===== src/rtl/mem_stage_pkg.sv =====
// Shared opcode bus constants, opcode helpers and MEM-stage state encoding.
package mem_stage_pkg;

    localparam int          OPT_BUS_W = 6;
    localparam logic [31:0] ZERO_WORD = 32'h0000_0000;

    typedef logic [OPT_BUS_W-1:0] opt_t;

    localparam opt_t OP_NOP = 6'd0;
    localparam opt_t OP_LB  = 6'd1;
    localparam opt_t OP_LH  = 6'd2;
    localparam opt_t OP_LW  = 6'd3;
    localparam opt_t OP_LBU = 6'd4;
    localparam opt_t OP_LHU = 6'd5;
    localparam opt_t OP_SB  = 6'd6;
    localparam opt_t OP_SH  = 6'd7;
    localparam opt_t OP_SW  = 6'd8;
    localparam opt_t OP_ADD = 6'd9;

    typedef enum logic [1:0] {S_IDLE, S_LD_WAIT, S_ST, S_DONE} state_e;

    function automatic logic [2:0] op_bytes(input opt_t op);
        case (op)
            OP_LB, OP_LBU, OP_SB: op_bytes = 3'd1;
            OP_LH, OP_LHU, OP_SH: op_bytes = 3'd2;
            OP_LW, OP_SW:         op_bytes = 3'd4;
            default:              op_bytes = 3'd0;
        endcase
    endfunction

    function automatic logic is_load(input opt_t op);
        is_load = (op == OP_LB) || (op == OP_LBU) || (op == OP_LH) ||
                  (op == OP_LHU) || (op == OP_LW);
    endfunction

    function automatic logic is_store(input opt_t op);
        is_store = (op == OP_SB) || (op == OP_SH) || (op == OP_SW);
    endfunction

endpackage


===== src/rtl/mem_ld_ext.sv =====
// Size and sign/zero extension of the little-endian word assembled from load bytes.
module mem_ld_ext
    import mem_stage_pkg::*;
(
    input  opt_t        inst_i,
    input  logic [31:0] word_i,
    output logic [31:0] data_o
);

    always_comb begin
        data_o = word_i;
        case (inst_i)
            OP_LB:   data_o = {{24{word_i[7]}}, word_i[7:0]};
            OP_LBU:  data_o = {24'h0, word_i[7:0]};
            OP_LH:   data_o = {{16{word_i[15]}}, word_i[15:0]};
            OP_LHU:  data_o = {16'h0, word_i[15:0]};
            default: data_o = word_i;
        endcase
    end

endmodule


===== src/rtl/mem_stage.sv =====
// RV32I MEM stage: byte-serial loads/stores over an 8-bit controller port.
// MEM_ALIGN_CHECK_EN: misaligned halfword/word accesses complete without a request and flag misalign_err.
module mem_stage
    import mem_stage_pkg::*;
#(
    parameter int OPT_W  = OPT_BUS_W,
    parameter int ADDR_W = 32
) (
    input  logic              clk,
    input  logic              rst,
    input  logic              rdy,
    input  logic [OPT_W-1:0]  in_inst,
    input  logic [4:0]        in_rd,
    input  logic              in_w_enable,
    input  logic [31:0]       in_alu,
    input  logic [31:0]       in_vs2,
    input  logic              mc_gnt,
    input  logic              mc_rvalid,
    input  logic [7:0]        mc_rdata,
    output logic              mc_req,
    output logic              mc_wr,
    output logic [ADDR_W-1:0] mc_addr,
    output logic [7:0]        mc_wdata,
    output logic              stall_req_mem,
    output logic [4:0]        wb_rd,
    output logic [31:0]       wb_data,
    output logic              wb_w_enable,
    output logic              misalign_err
);

    state_e      state_q, state_d;
    logic [2:0]  idx_q, idx_d;
    logic [31:0] asm_q, asm_d;
    logic        pend_q, pend_d;
    logic        mis_q, mis_launch;

    opt_t              op;
    logic [2:0]        n_bytes;
    logic              op_ld, op_st, op_mem;
    logic [1:0]        ld_pos;
    logic [ADDR_W-1:0] byte_addr;
    logic [31:0]       ld_data;

    assign op        = opt_t'(in_inst);
    assign n_bytes   = op_bytes(op);
    assign op_ld     = is_load(op);
    assign op_st     = is_store(op);
    assign op_mem    = op_ld | op_st;
    assign ld_pos    = 2'(idx_q - 3'd1);
    assign byte_addr = in_alu[ADDR_W-1:0] + ADDR_W'(idx_q);

`ifdef MEM_ALIGN_CHECK_EN
    assign mis_launch = ((n_bytes == 3'd2) && in_alu[0]) ||
                        ((n_bytes == 3'd4) && (in_alu[1:0] != 2'b00));

    always_ff @(posedge clk or negedge rst) begin
        if (!rst)     mis_q <= 1'b0;
        else if (rdy) mis_q <= (state_q == S_IDLE) && op_mem && mis_launch;
    end
`else
    assign mis_launch = 1'b0;
    assign mis_q      = 1'b0;
`endif

    mem_ld_ext u_ld_ext (
        .inst_i (op),
        .word_i (asm_q),
        .data_o (ld_data)
    );

    always_comb begin
        state_d       = state_q;
        idx_d         = idx_q;
        asm_d         = asm_q;
        pend_d        = pend_q;
        mc_req        = 1'b0;
        mc_wr         = 1'b0;
        mc_addr       = '0;
        mc_wdata      = 8'h00;
        stall_req_mem = 1'b0;
        wb_rd         = in_rd;
        wb_data       = in_alu;
        wb_w_enable   = in_w_enable;
        misalign_err  = 1'b0;

        case (state_q)
            S_IDLE: begin
                if (op_mem) begin
                    stall_req_mem = 1'b1;
                    wb_w_enable   = 1'b0;
                    if (mis_launch) begin
                        state_d = S_DONE;
                    end else begin
                        mc_req   = 1'b1;
                        mc_wr    = op_st;
                        mc_addr  = in_alu[ADDR_W-1:0];
                        mc_wdata = in_vs2[7:0];
                        asm_d    = ZERO_WORD;
                        pend_d   = 1'b0;
                        if (mc_gnt) begin
                            idx_d = 3'd1;
                            if (op_ld)                  state_d = S_LD_WAIT;
                            else if (n_bytes == 3'd1)   state_d = S_DONE;
                            else                        state_d = S_ST;
                        end
                    end
                end
            end
            S_ST: begin
                stall_req_mem = 1'b1;
                wb_w_enable   = 1'b0;
                mc_req        = 1'b1;
                mc_wr         = 1'b1;
                mc_addr       = byte_addr;
                mc_wdata      = in_vs2[{idx_q[1:0], 3'b000} +: 8];
                if (mc_gnt) begin
                    idx_d = idx_q + 3'd1;
                    if (idx_q + 3'd1 == n_bytes) state_d = S_DONE;
                end
            end
            S_LD_WAIT: begin
                stall_req_mem = 1'b1;
                wb_w_enable   = 1'b0;
                // pend_q: a follow-on read was offered but not yet granted
                if (pend_q) begin
                    mc_req  = 1'b1;
                    mc_addr = byte_addr;
                    if (mc_gnt) begin
                        idx_d  = idx_q + 3'd1;
                        pend_d = 1'b0;
                    end
                end else if (mc_rvalid) begin
                    asm_d[{ld_pos, 3'b000} +: 8] = mc_rdata;
                    if (idx_q == n_bytes) begin
                        state_d = S_DONE;
                    end else begin
                        mc_req  = 1'b1;
                        mc_addr = byte_addr;
                        if (mc_gnt) idx_d  = idx_q + 3'd1;
                        else        pend_d = 1'b1;
                    end
                end
            end
            S_DONE: begin
                state_d = S_IDLE;
                idx_d   = 3'd0;
                pend_d  = 1'b0;
                if (op_ld) wb_data = ld_data;
                if (op_st || mis_q) wb_w_enable = 1'b0;
                misalign_err = mis_q;
            end
            default: state_d = S_IDLE;
        endcase

        if (!rdy) mc_req = 1'b0;

        if (!rst) begin
            mc_req        = 1'b0;
            mc_wr         = 1'b0;
            mc_addr       = '0;
            mc_wdata      = 8'h00;
            stall_req_mem = 1'b0;
            wb_rd         = 5'd0;
            wb_data       = ZERO_WORD;
            wb_w_enable   = 1'b0;
            misalign_err  = 1'b0;
        end
    end

    always_ff @(posedge clk or negedge rst) begin
        if (!rst) begin
            state_q <= S_IDLE;
            idx_q   <= 3'd0;
            asm_q   <= ZERO_WORD;
            pend_q  <= 1'b0;
        end else if (rdy) begin
            state_q <= state_d;
            idx_q   <= idx_d;
            asm_q   <= asm_d;
            pend_q  <= pend_d;
        end
    end

endmodule

===== config.mk =====
export PLATFORM = sky130hd
export DESIGN_NAME = mem_stage
export DESIGN_NICKNAME = d
export VERILOG_FILES = /design/src/rtl/mem_stage_pkg.sv /design/src/rtl/mem_ld_ext.sv /design/src/rtl/mem_stage.sv
export SDC_FILE = /design/constraint.sdc
export NUM_CORES = 1
export LEC_CHECK = 0
export ABC_AREA = 1
export CORE_UTILIZATION = 47
export CTS_BUF_LIST = sky130_fd_sc_hd__clkbuf_16
export CTS_CLUSTER_DIAMETER = 120
export DETAILED_ROUTE_END_ITERATION = 10
export PLACE_DENSITY_LB_ADDON = 0.3
export RECOVER_POWER = 25
export SETUP_SLACK_MARGIN = 0.3
export SLEW_MARGIN = 25
export SYNTH_ARGS = -nofsm -noshare
export SYNTH_HDL_FRONTEND = slang
export SYNTH_HIERARCHICAL = 1
export SYNTH_SLANG_ARGS = --single-unit

===== constraint.sdc =====
create_clock -name clk -period 3.05 [get_ports clk]
set_clock_uncertainty 0.15 [all_clocks]
set_input_delay 0.305 -clock clk [delete_from_list [all_inputs] [get_ports clk]]
set_output_delay 0.305 -clock clk [all_outputs]
set_load 0.05 [all_outputs]

; ---- After elaboration in Yosys (flattened, before gate mapping)
; Memories as Yosys holds them, arrays and structs flattened.
; Index checks and enable logic that the tools add are counted.
[totals]
regBits = 38
mem_bits_ro = 48
inputBits = 89
out_inout_bits = 82
elab_cells = 110
mem_count = 1
[op_classes]
addsub = 4
n_eq_ne = 23
shift = 3
n_mux = 59
n_bitwise = 1
reduce_logical = 15
[mem_list]
columns = name, depth, width, rd, rd_ports_with_merged_regs, wr, line
row1 = (name not given), 16, 3, 1, 0, 0, mem_stage_pkg.sv:23  ; case (op)
[op_table]
columns = cell, count
row1 = 32-bit two-way mux, 11
row2 = 32-bit one-hot mux with 4 select lines, 1
row3 = 32-bit one-hot mux with 3 select lines, 1
row4 = 32-bit one-hot mux with 2 select lines, 1
row5 = 32-bit by 3-bit adder with 32-bit output, 1
row6 = 32-bit bitwise mux, 1
row7 = "8-bit by 7-bit variable shift with 32-bit output, first input constant", 1
row8 = 32-bit by 6-bit indexed part select with 8-bit output, 1
row9 = 8-bit by 7-bit indexed part select with 32-bit output, 1
row10 = "6-bit by 3-bit == test with 1-bit output, second input constant", 4
row11 = 3-bit two-way mux, 7
row12 = 1-bit two-way mux, 18
row13 = 2-bit two-way mux, 8
row14 = 8-bit two-way mux, 2
row15 = 8-bit one-hot mux with 2 select lines, 1
row16 = "2-bit inequality test, second input constant", 7
row17 = "6-bit by 2-bit == test with 1-bit output, second input constant", 2
row18 = 3-bit one-hot mux with 4 select lines, 1
row19 = 5-bit AND reduction, 2
row20 = 1-bit one-hot mux with 3 select lines, 3
row21 = 2-bit one-hot mux with 4 select lines, 1
row22 = 8-bit AND reduction, 1
row23 = 5-bit negation with 7-bit output, 1
row24 = 3-bit == test, 2
row25 = 17 further kinds, 26

; ---- Logic depth before layout (Yosys ltp)
; Gate-level depths: netlist of run 1.
[depth]
depth_word = 10
ltp_mapped = 15
ltp_nobuf = 15

; ---- Cells and area by module
; The synthesis of run 1 kept the hierarchy.
[modules_own_cells]
columns = module, n_inst, cells_each, area_per_inst_um2, seq_area_each_um2
row1 = mem_stage, 1, 753, 4352.9, 950.9
row2 = mem_ld_ext, 1, 77, 449.2, 0.0

; ---- Least setup slack after synthesis of run 1
; No wires, ideal clock.
[synth_timing]
path_type = register to output
start = register idx_q[0]
end = output mc_addr[22]
t_arrival_ps = 2763
slack_ps = -168
stages_incl_launch_ff = 13
path_cell_list = dfrtp_1 ha_1 inv_1 fa_1 o21ai_1 nand3_1 inv_1 nand2_1 nor2_1 nand2_1 xnor2_1 nand2_1 a21oi_1
[synth_between]
elab_chain_len = 6
word_cells_on_any_way = 7
[synth_lines]
columns = element, line
row1 = from (decl), mem_stage.sv:32  ; logic [2:0] idx_q, idx_d;
row2 = from (signal assigned), mem_stage.sv:178  ; idx_q <= idx_d;
row3 = 32-bit by 3-bit adder with 32-bit output / 3-bit == test (equally long branches), "mem_stage.sv:50, mem_stage.sv:134"
row4 = 32-bit two-way mux, mem_stage.sv:134  ; if (idx_q == n_bytes) begin
row5 = 32-bit two-way mux, mem_stage.sv:132  ; end else if (mc_rvalid) begin
row6 = 32-bit two-way mux, mem_stage.sv:125  ; if (pend_q) begin
row7 = 32-bit one-hot mux with 3 select lines *, mem_stage.sv:86  ; case (state_q)
row8 = 32-bit two-way mux *, mem_stage.sv:157  ; if (!rst) begin
row9 = to (decl), mem_stage.sv:22  ; output logic [ADDR_W-1:0] mc_addr,
; Every way passes the cells marked *; elsewhere a longest branch is shown, timed or not.

; ---- Worst setup path in the final report of run 1
; Same ends and word-level chain as after synthesis.

==> results of run 1 <==
==> per-layer routing <==
metal | GRT usage | up-vias | part of all wire
met5 | 0 | - | 0
met3 | 0.0732 | 116 | 0.11
met4 | 0.191 | 0 | 0.057
met1 | 0.447 | 3013 | 0.37
met2 | 0.618 | 469 | 0.46
li1 | - | 3029 | -
==> cells by family (layout without fill, tap and decap cells) <==
logic type | count (synthesis) | after routing | synth area share
simple gates | 503 | 505 | 0.460
flops | 38 | 38 | 0.198
xor+xnor | 29 | 29 | 0.0529
compound gates | 128 | 128 | 0.144
buf+inv | 118 | 309 | 0.109
fa+ha+maj | 13 | 13 | 0.0354
other cells | 1 | 1 | 0.000781
==> state kept, by name, indices dropped and copies added, names as in the netlist <==
register  flops
asm_q        32
idx_q         3
pend_q        1
state_q       2
==> worst min-delay path by stage <==
stage | startpoint | to | cells past startpoint
final | rst | asm_q[2]$_DFFE_PN0P_ | 2
after global routing | rst | asm_q[2]$_DFFE_PN0P_ | 2
after CTS | rst | pend_q$_DFFE_PN0P_ | 2
after detailed placement | asm_q[20]$_DFFE_PN0P_ | asm_q[20]$_DFFE_PN0P_ | 2
after global placement | asm_q[3]$_DFFE_PN0P_ | asm_q[3]$_DFFE_PN0P_ | 2
after floorplan | rst | asm_q[0]$_DFFE_PN0P_ | 0
==> power by group <==
part / internal [uW] / total (uW) / switching, uW
logic: 1420 / 3760 / 2340
registers: 565 / 632 / 66.3
clock network: 470 / 682 / 212
total: 2460 / 5070 / 2620
==> metrics by stage <==
step / setup WS, ns / hold WS, ns / utilization / power [uW]
6_report: -0.112 / 0.205 / 0.838 / 5070
5_1_grt: -0.223 / 0.249 / 0.838 / 5320
4_1_cts: 0.0946 / 0.0934 / 0.815 / 4780
3_5_place_dp: -0.211 / 0.317 / 0.773 / 3930
3_3_place_gp: -0.153 / 0.316 / 0.773 / 3870
2_1_floorplan: 0.172 / -0.141 / - / 2650
==> layout make-up <==
type / count / area [um^2]
Multi-Input combinational cell: 676 / 3700
Clock inverter: 3 / 68.8
Clock buffer: 5 / 125
Sequential cell: 38 / 953
Fill cell: 566 / 1590
Tap cell: 133 / 166
Inverter: 78 / 302
Timing Repair Buffer: 223 / 2910
==> synth_stat cells, types with 3 or more instances <==
library cell,count
buf_4,9
nor2_4,7
nand2_4,4
a21oi_1,55
o21ai_0,58
nand2_1,287
xnor2_1,8
clkbuf_1,17
xor2_1,21
ha_1,12
nor2_1,106
nand3_1,57
buf_2,9
o22ai_1,8
nor2_2,4
dfrtp_1,38
inv_1,68
inv_2,8
nand2_2,6
nor3_1,10
buf_6,5
nand3_2,4
nor4_2,3
nand4_1,9
==> placed cells by master (no fill, tap or decap), types with 3 or more instances in the layout <==
| cell type | instances |
|---|---|
| nand2_8 | 3 |
| nor2_4 | 14 |
| ha_1 | 10 |
| nand2_1 | 276 |
| nor2_1 | 98 |
| dlygate4sd2_1 | 6 |
| buf_6 | 9 |
| nand3_2 | 6 |
| nor2_2 | 5 |
| a21oi_4 | 7 |
| nor3_1 | 7 |
| nand4_1 | 9 |
| inv_2 | 13 |
| a21oi_2 | 16 |
| dlymetal6s2s_1 | 6 |
| xnor2_1 | 6 |
| clkdlybuf4s50_1 | 79 |
| buf_4 | 42 |
| o22ai_1 | 8 |
| nand2_2 | 13 |
| a21oi_1 | 34 |
| dfrtp_1 | 36 |
| xor2_1 | 21 |
| nand2_4 | 7 |
| clkbuf_16 | 5 |
| buf_12 | 78 |
| nand3_1 | 55 |
| o21ai_0 | 57 |
| inv_1 | 61 |
==> repair_timing <==
action                                 CTS  global route
gates cloned                             2             0
pin swaps                               16            20
buffers inserted                         4            11
resized for setup                       50            36
setup endpoints to repair               69            57
endpoints found under the hold margin    0             0
==> flow_summary.ini, run 1 <==
[worst_setup_path]
crit_arrival_ns = 2.71
crit_path_frequent_cell = inv_2
critPathLaunch = idx_q[0]$_DFFE_PN0P_
critPathSlowestCell = dfrtp_2
r2r-start = idx_q[0]$_DFFE_PN0P_
path_buf_inv = 3
crit_path_cell_trace = ha_4 -> inv_2 -> fa_2 -> o21ai_4 -> nand3_2 -> inv_2 -> nand2_4 -> nor2_4 -> nand2_2 -> xnor2_1 -> nand2_1 -> a21oi_2 -> buf_12
reg2reg_to = asm_q[20]$_DFFE_PN0P_
path_max_fanout = 3
cp-end-kind = output port
max_stage_delay_ns = 0.41
critical_path_class = reg2out
cpLargestDelayFamily = adder cells
crit_cells = 13
r2r_cells = 10
r2r_setup_slack_ns = 0.45
critPathLaunchType = flip-flop
required_ns = 2.59
cp-endpoint = mc_addr[22]

[floorplanning]
coreArea_mm2 = 0.00982
dieArea_mm2 = 0.0106
die_w_um = 103
chipHeight_um = 103
io_pins = 171
start_util = 0.489
rows = 36

[drt]
first_pass_iters = 5
detail-route-antenna-nets = 0
drc_errors = 0
vias_per_cell = 5.73
drt_wl_total_um = 20800
wl_per_cell_um = 18.0
dr_total_vias = 6627
initialDrtViolationCount = 489

[yosys]
ys_ff_latch = 38
yosys_warnings = 6
synth-edff-count = 0
yosysTopAreaCellShare = 0.224
postSynthAreaPerCell_um2 = 5.79
synth_ff_type = dfrtp_1
syn_nets = 932
syn_area_mm2 = 0.00480
ys_types = 36
ys_seq_area_frac = 0.198
synth_area_leader_cell = nand2_1
synthCells = 830
synth.area.top_cells = nand2_1, dfrtp_1, nor2_1
synthArstFlopShare = 1.00

[global_routing]
antenna_found_initial = 0
grt_pass1_vias = 6008
grt_max_degree = 49
grt_pass1_wl_um = 30000
grtUsageTotal = 0.368
grt-ovfl-total = 0

[clock_tree]
numCtsBuffers = 5
cts-root-buf = clkbuf_16
cts.clk_slew.worst_paths_ns = 0.06
clk_latency_ns = 0.28
cts_buffer_depth = 2
holdBufCountCts = 0
h-tree-depth = 2
cts_tree = yes
cts.sinks = 38

[timing]
rsz0062_at_grt = yes
maxSlewHeadroom = 0.424
period_minus_slack_ns = 3.16
finalHoldViolCount = 0
tns_ns = -0.243
post-route-period-util = 1.04
tightest_slew_ns = 0.863
setup_viol = 5
setup_ws_ns = -0.112
fmax_mhz = 316
final_max_slew_viol_count = 0

[pwr]
power.leakage_uw = 0.00390
ir_worst_vdd_v = 0.000753
p_per_area_mw_per_mm2 = 617

[placed_design]
post-place-cells = 1131
dp_hpwl_um = 14000
gp_congestion = 0.950
portBuffers = 169
place_area_mm2 = 0.00759

[cells_and_area]
antenna_cells = 0
final_area_mm2 = 0.00823
synthToLayoutAreaGrowth_pct = 71.3
final_layout_size_suffix_gt1_frac = 0.241
fin_cells = 1156
layout.nets = 1124

[status]
violations = setup timing
status = complete, but fails checks

[job]
maxCapViolCount = 0

[hold_path]
hold_class = in2async
Note: power is estimated with default switching activity, not from simulation.
==> run 2: changes to the inputs <==
--- a/config.mk
+++ b/config.mk
@@ -6,7 +6,7 @@
 export NUM_CORES = 1
 export LEC_CHECK = 0
 export ABC_AREA = 1
-export CORE_UTILIZATION = 47
+export CORE_UTILIZATION = 46
 export CTS_BUF_LIST = sky130_fd_sc_hd__clkbuf_16
 export CTS_CLUSTER_DIAMETER = 120
 export DETAILED_ROUTE_END_ITERATION = 10
@@ -16,5 +16,4 @@
 export SLEW_MARGIN = 25
 export SYNTH_ARGS = -nofsm -noshare
 export SYNTH_HDL_FRONTEND = slang
-export SYNTH_HIERARCHICAL = 1
 export SYNTH_SLANG_ARGS = --single-unit
==> run 2 against run 1 <==
Critical path depth shrank 1. Global-route usage grew 1.7 points. Sequential share of layout area grew 0.15 points. Final area shrank 1.3%. Setup slack gained 0.051 ns. The flow finishes with violations (capacitance limit, slew limit, setup timing). Maximum frequency grew 1.6%. Synthesized cell count shrank 6.3%. Count of clock-buffer cells in the layout is the same. Non-clock buffer count shrank 2.
==> flow_summary.ini, run 2 <==
[pwr]
power.leakage_uw = 0.00374
power.internal_uw = 2410
switchingPower_uw = 2530
swShare = 0.513
power_frac_seq = 0.126
ir_worst_vdd_v = 0.000485
p_per_area_mw_per_mm2 = 608
combPwrFrac = 0.738
clkPwrFrac = 0.136

[yosys]
synth_ff_type = dfrtp_1
yosysTopAreaCellShare = 0.212
synth.area.top_cells = nand2_1, dfrtp_1, a21oi_1
synthArstFlopShare = 1.00
synth_commonest_cells = nand2_1, inv_1, a21oi_1, nor2_1, nand3_1
ys_ff_latch = 38
synthCells = 778
ys_types = 39
syn_area_mm2 = 0.00456
synth_area_leader_cell = nand2_1
postSynthAreaPerCell_um2 = 5.86
yosys_warnings = 0
synth-edff-count = 0
yosysMostFrequentCell = nand2_1
ys_seq_area_frac = 0.209
syn_nets = 880

[timing]
setup_viol = 5
fmax_mhz = 321
finalHoldViolCount = 0
worst_hold_slack_ns = 0.337
period_minus_slack_ns = 3.11
tightest_slew_ns = 1.88
final_max_slew_viol_count = 36
setup_ws_ns = -0.0618
maxSlewHeadroom = -0.256
rsz0062_at_grt = yes
post-route-period-util = 1.02

[hold_path]
hold_class = reg2reg

[clock_tree]
cts_tree = yes
cts_buffer_depth = 2
numCtsBuffers = 5
cts.clk_slew.worst_paths_ns = 0.05
holdBufCountCts = 0
h-tree-depth = 2
cts.sinks = 38
clk_latency_ns = 0.28
cts-root-buf = clkbuf_16

[worst_setup_path]
crit_arrival_ns = 2.66
cp-end-kind = output port
critPathSlowestCell = clkdlybuf4s50_1
critPathLaunchType = primary input
crit_path_cell_trace = clkdlybuf4s50_1 -> nand2_1 -> nor3_1 -> nand2_1 -> nor2_4 -> nand2_2 -> o21bai_1 -> nand2_1 -> inv_1 -> nand2_2 -> a21oi_4 -> buf_12
cpLargestDelayFamily = simple AND/OR/NAND/NOR gates
critical_path_class = in2out
required_ns = 2.59
path_max_fanout = 5
path_buf_inv = 3
crit_path_frequent_cell = nand2_1
max_stage_delay_ns = 0.65

[floorplanning]
rows = 35
coreArea_mm2 = 0.00942
start_util = 0.484
chipHeight_um = 102
dieArea_mm2 = 0.0103
die_w_um = 102
io_pins = 171

[drt]
first_pass_iters = 6
initialDrtViolationCount = 612
drc_errors = 0
vias_per_cell = 6.09
drt_wl_total_um = 22200
wl_per_cell_um = 20.0
detail-route-antenna-nets = 0
dr_total_vias = 6763

[cells_and_area]
finish.utilization = 0.863
layout_commonest_cell = nand2_1
layout.nets = 1082
fill_cells = 486
regMostFlops = asm_q
synthToLayoutAreaGrowth_pct = 78.2
final_layout_size_suffix_gt1_frac = 0.272
final_area_mm2 = 0.00812
antenna_cells = 0
top_regs = asm_q x32, idx_q x3, state_q x2
largest_reg_flops = 32
mostFrequentLayoutCells = nand2_1, buf_12, clkdlybuf4s50_1, inv_1, nor2_1

[status]
violations = capacitance limit, slew limit, setup timing
status = complete, but fails checks

[placed_design]
dp_hpwl_um = 13700
gp_congestion = 0.943
place_area_mm2 = 0.00744
portBuffers = 169

[global_routing]
antenna_found_initial = 0
grt-ovfl-total = 0
grtUsageTotal = 0.385
grt_pass1_wl_um = 31000
grt_pass1_vias = 6212
grt_max_degree = 36

[job]
maxCapViolCount = 1
## run 2: worst paths after layout
check / slack [ns] / start / end / cells past startpoint
max in group asynchronous: 0.53 / rst / idx_q[1]$_DFFE_PN0P_ / 2
min in group asynchronous: 0.37 / rst / pend_q$_DFFE_PN0P_ / 2
worst min-delay path: 0.34 / asm_q[25]$_DFFE_PN0P_ / asm_q[25]$_DFFE_PN0P_ / 2
worst max-delay path: -0.06 / in_alu[12] / mc_addr[24] / 12
worst max register to register: 0.51 / idx_q[0]$_DFFE_PN0P_ / state_q[1]$_DFFE_PN0P_ / 13
worst min register to register: 0.34 / asm_q[25]$_DFFE_PN0P_ / asm_q[25]$_DFFE_PN0P_ / 2
## run 2: worst reg2reg max path, cell delays in order, from the launching register on
cell     delay, ns
dfrtp_2       0.42
buf_4         0.30
inv_1         0.11
buf_4         0.22
ha_1          0.41
inv_1         0.12
nand2_1       0.09
nand2_1       0.06
nor2_1        0.08
nand2_1       0.07
nand2_1       0.12
nand3_1       0.13
nand2_1       0.10
nand2_1       0.06
## run 2: routing by layer
| layer | vias up | GRT usage | wire length [um] |
|---|---|---|---|
| met5 | - | 0 | 0 |
| met4 | 0 | 0.225 | 1570 |
| met3 | 174 | 0.0614 | 2800 |
| met2 | 616 | 0.647 | 10300 |
| met1 | 3063 | 0.466 | 7490 |
| li1 | 2910 | - | - |
## run 2: metrics by stage
step / setup WS (ns) / setup TNS [ns] / power (uW) / std cells
finish: -0.0618 / -0.210 / 4940 / 1110
global route: -0.443 / -3.75 / 5150 / 1110
CTS: 0.131 / 0 / 4710 / 1103
detailed placement: -0.253 / -1.28 / 3910 / 1089
global placement: -0.0966 / -0.427 / 3860 / 1089
floorplan: 0.200 / 0 / 2600 / 778
## run 2: repair_timing
item                                   CTS  global route
gates resized for setup                 55            67
endpoints found under the hold margin    0             0
buffers inserted                         3             7
gates cloned                             3             0
setup endpoints to repair               72            66
pin swaps                               18            29
## run 2: final cells by class
type                            count  area (um^2)  area share
Sequential cell                    38          953       0.117
Clock inverter                      3         63.8     0.00786
Tap cell                          129          161      0.0199
Clock buffer                        5          125      0.0154
Multi-Input combinational cell    629         3600       0.444
Timing Repair Buffer              221         2880       0.355
Inverter                           85          332      0.0408
## run 2: power by group through the flow
stage / registers [uW] / clock network (uW) / logic, uW
floorplan: 610 / 0 / 1990
global placement: 615 / 0 / 3240
detailed placement: 618 / 0 / 3290
CTS: 619 / 666 / 3430
global route: 625 / 688 / 3830
finish: 624 / 670 / 3650
## run 2: logic make-up (layout without fill, tap and decap cells)
family          after synthesis  after routing  synth area share
buf+inv                     114            314             0.106
flops                        38             38             0.209
xor+xnor                     26             26            0.0500
other cells                   1              1          0.000823
fa+ha+maj                    13             13            0.0373
compound gates              154            154             0.178
simple gates                432            435             0.420
==> run 3: changes to the inputs <==
--- a/config.mk
+++ b/config.mk
@@ -13,6 +13,7 @@
 export PLACE_DENSITY_LB_ADDON = 0.3
 export RECOVER_POWER = 25
 export SETUP_SLACK_MARGIN = 0.3
+export SKIP_CTS_REPAIR_TIMING = 1
 export SLEW_MARGIN = 25
 export SYNTH_ARGS = -nofsm -noshare
 export SYNTH_HDL_FRONTEND = slang
==> run 3 against run 2 <==
The run ends with capacitance limit, slew limit left. Global-route usage is 3.8 points lower. Utilization shrank 0.65 points. Sequential share of layout area rose by 0.089 points. Critical path depth grew 3. Via count down 1.9%. Die area stayed put. Non-clock buffer count decreased by 5. Final cell count fell by 0.36%. Flip-flop and latch count did not move. Combinational power about the same. Setup slack improved by 0.078 ns. Critical path type is now reg2out. Highest routed layer unchanged.
==> flow_summary.ini, run 3 (same netlist as run 2, synthesis figures left out) <==
[timing]
worst_hold_slack_ns = 0.337
maxSlewHeadroom = -0.309
fmax_mhz = 330
finalHoldViolCount = 0
setup_ws_ns = 0.0158
tightest_slew_ns = 1.96
setup_viol = 0
period_minus_slack_ns = 3.03
final_max_slew_viol_count = 36
post-route-period-util = 0.995
rsz0062_at_grt = yes

[drt]
wl_met1_um = 7210
dr_total_vias = 6632
vias_per_cell = 6.00
wl_met2_um = 9810
detail-route-antenna-nets = 0
routed.top_layer = met4
drt_wl_total_um = 20900
drc_errors = 0
initialDrtViolationCount = 558
dr_wl_met3_um = 2350
first_pass_iters = 6
wl_per_cell_um = 18.9

[global_routing]
grtUsageTotal = 0.347
grt-ovfl-total = 0
grt_pass1_vias = 5790
grt_max_degree = 36
antenna_found_initial = 1
grt_pass1_wl_um = 28200

[worst_setup_path]
crit_cells = 15
crit_arrival_ns = 2.58
max_stage_delay_ns = 0.42
critPathSlowestCell = dfrtp_2
critPathLaunchType = flip-flop
critPathLaunch = idx_q[0]$_DFFE_PN0P_
path_max_fanout = 3
path_buf_inv = 4
critical_path_class = reg2out
cpLargestDelayFamily = simple AND/OR/NAND/NOR gates
crit_path_frequent_cell = nand2_1
r2r_cells = 8
crit_path_cell_trace = ha_4 -> inv_2 -> fa_2 -> o21ai_2 -> nand2_2 -> inv_2 -> nand2_4 -> nor2_4 -> nand2_1 -> nand2_1 -> nand2_1 -> inv_1 -> nand2_2 -> a21oi_4 -> buf_12
cp-end-kind = output port
required_ns = 2.59
r2r-start = idx_q[0]$_DFFE_PN0P_

[placed_design]
post-place-cells = 1089
gp_congestion = 0.943
dp_hpwl_um = 13700
place_area_mm2 = 0.00744
portBuffers = 169
dp_slack_ns = -0.253

[cells_and_area]
regMostFlops = asm_q
layout.nets = 1077
fin_cells = 1106
largest_reg_flops = 32
final_area_mm2 = 0.00806
finish.utilization = 0.856
top_regs = asm_q x32, idx_q x3, state_q x2
fill_cells = 494
mostFrequentLayoutCells = nand2_1, buf_12, clkdlybuf4s50_1, inv_1, nor2_1
final_layout_size_suffix_gt1_frac = 0.258
layout_commonest_cell = nand2_1
synthToLayoutAreaGrowth_pct = 76.8

[pwr]
combPwrFrac = 0.738
p_per_area_mw_per_mm2 = 613
power_frac_seq = 0.125
swShare = 0.513
clkPwrFrac = 0.136
ir_worst_vdd_v = 0.000477
power.leakage_uw = 0.00369
switchingPower_uw = 2530
power.internal_uw = 2410

[hold_path]
hold_class = reg2reg
hold_depth = 2
hp-start = asm_q[25]$_DFFE_PN0P_

[floorplanning]
rows = 35
coreArea_mm2 = 0.00942
io_pins = 171
die_w_um = 102
dieArea_mm2 = 0.0103
chipHeight_um = 102
start_util = 0.484

[clock_tree]
cts.sinks = 38
cts-root-buf = clkbuf_16
numCtsBuffers = 5
clk_latency_ns = 0.28
cts_buffer_depth = 2
h-tree-depth = 2
cts.clk_slew.worst_paths_ns = 0.06
cts_tree = yes

[status]
violations = capacitance limit, slew limit
status = complete, but fails checks

[job]
maxCapViolCount = 1
run 3: per-stage QoR:
stage                     TNS, ns  power [uW]
after floorplan                 0        2600
after global placement     -0.427        3860
after detailed placement    -1.28        3910
after CTS                   -1.67        4600
after global routing      -0.0960        5160
final                           0        4940
run 3: layout make-up:
type                            instances  area [um^2]  share of cell area
Antenna cell                            1         2.50            0.000310
Clock buffer                            5          125              0.0155
Clock inverter                          3         63.8             0.00792
Inverter                               85          330              0.0410
Multi-Input combinational cell        629         3570               0.443
Sequential cell                        38          953               0.118
Tap cell                              129          161              0.0200
Timing Repair Buffer                  216         2860               0.354
run 3: per-layer routing:
| layer | global-route usage | vias up |
|---|---|---|
| li1 | - | 2914 |
| met1 | 0.428 | 2987 |
| met2 | 0.586 | 567 |
| met3 | 0.0504 | 164 |
| met4 | 0.184 | 0 |
| met5 | 0 | - |
run 3: power by group through the flow:
| stage | Sequential [uW] | Clock, uW | Combinational (uW) |
|---|---|---|---|
| 4_1_cts | 610 | 666 | 3320 |
| 3_3_place_gp | 615 | 0 | 3240 |
| 3_5_place_dp | 618 | 0 | 3290 |
| 6_report | 619 | 674 | 3650 |
| 5_1_grt | 621 | 694 | 3850 |
| 2_1_floorplan | 610 | 0 | 1990 |
run 3: worst reg2reg max path: cells and delay by family (launching register included):
kind          cells  cell delay, ns
simple gates      4            0.92
buf+inv           3            0.68
flops             1            0.42
fa+ha+maj         1            0.42
run 3: path summary, 6_finish.rpt:
check | endpoint | slack (ns)
worst max-delay path | mc_addr[30] | 0.02
worst min-delay path | asm_q[25]$_DFFE_PN0P_ | 0.34
min in group asynchronous | pend_q$_DFFE_PN0P_ | 0.41
worst max register to register | asm_q[10]$_DFFE_PN0P_ | 0.41
worst min register to register | asm_q[25]$_DFFE_PN0P_ | 0.34
max in group asynchronous | idx_q[1]$_DFFE_PN0P_ | 0.47
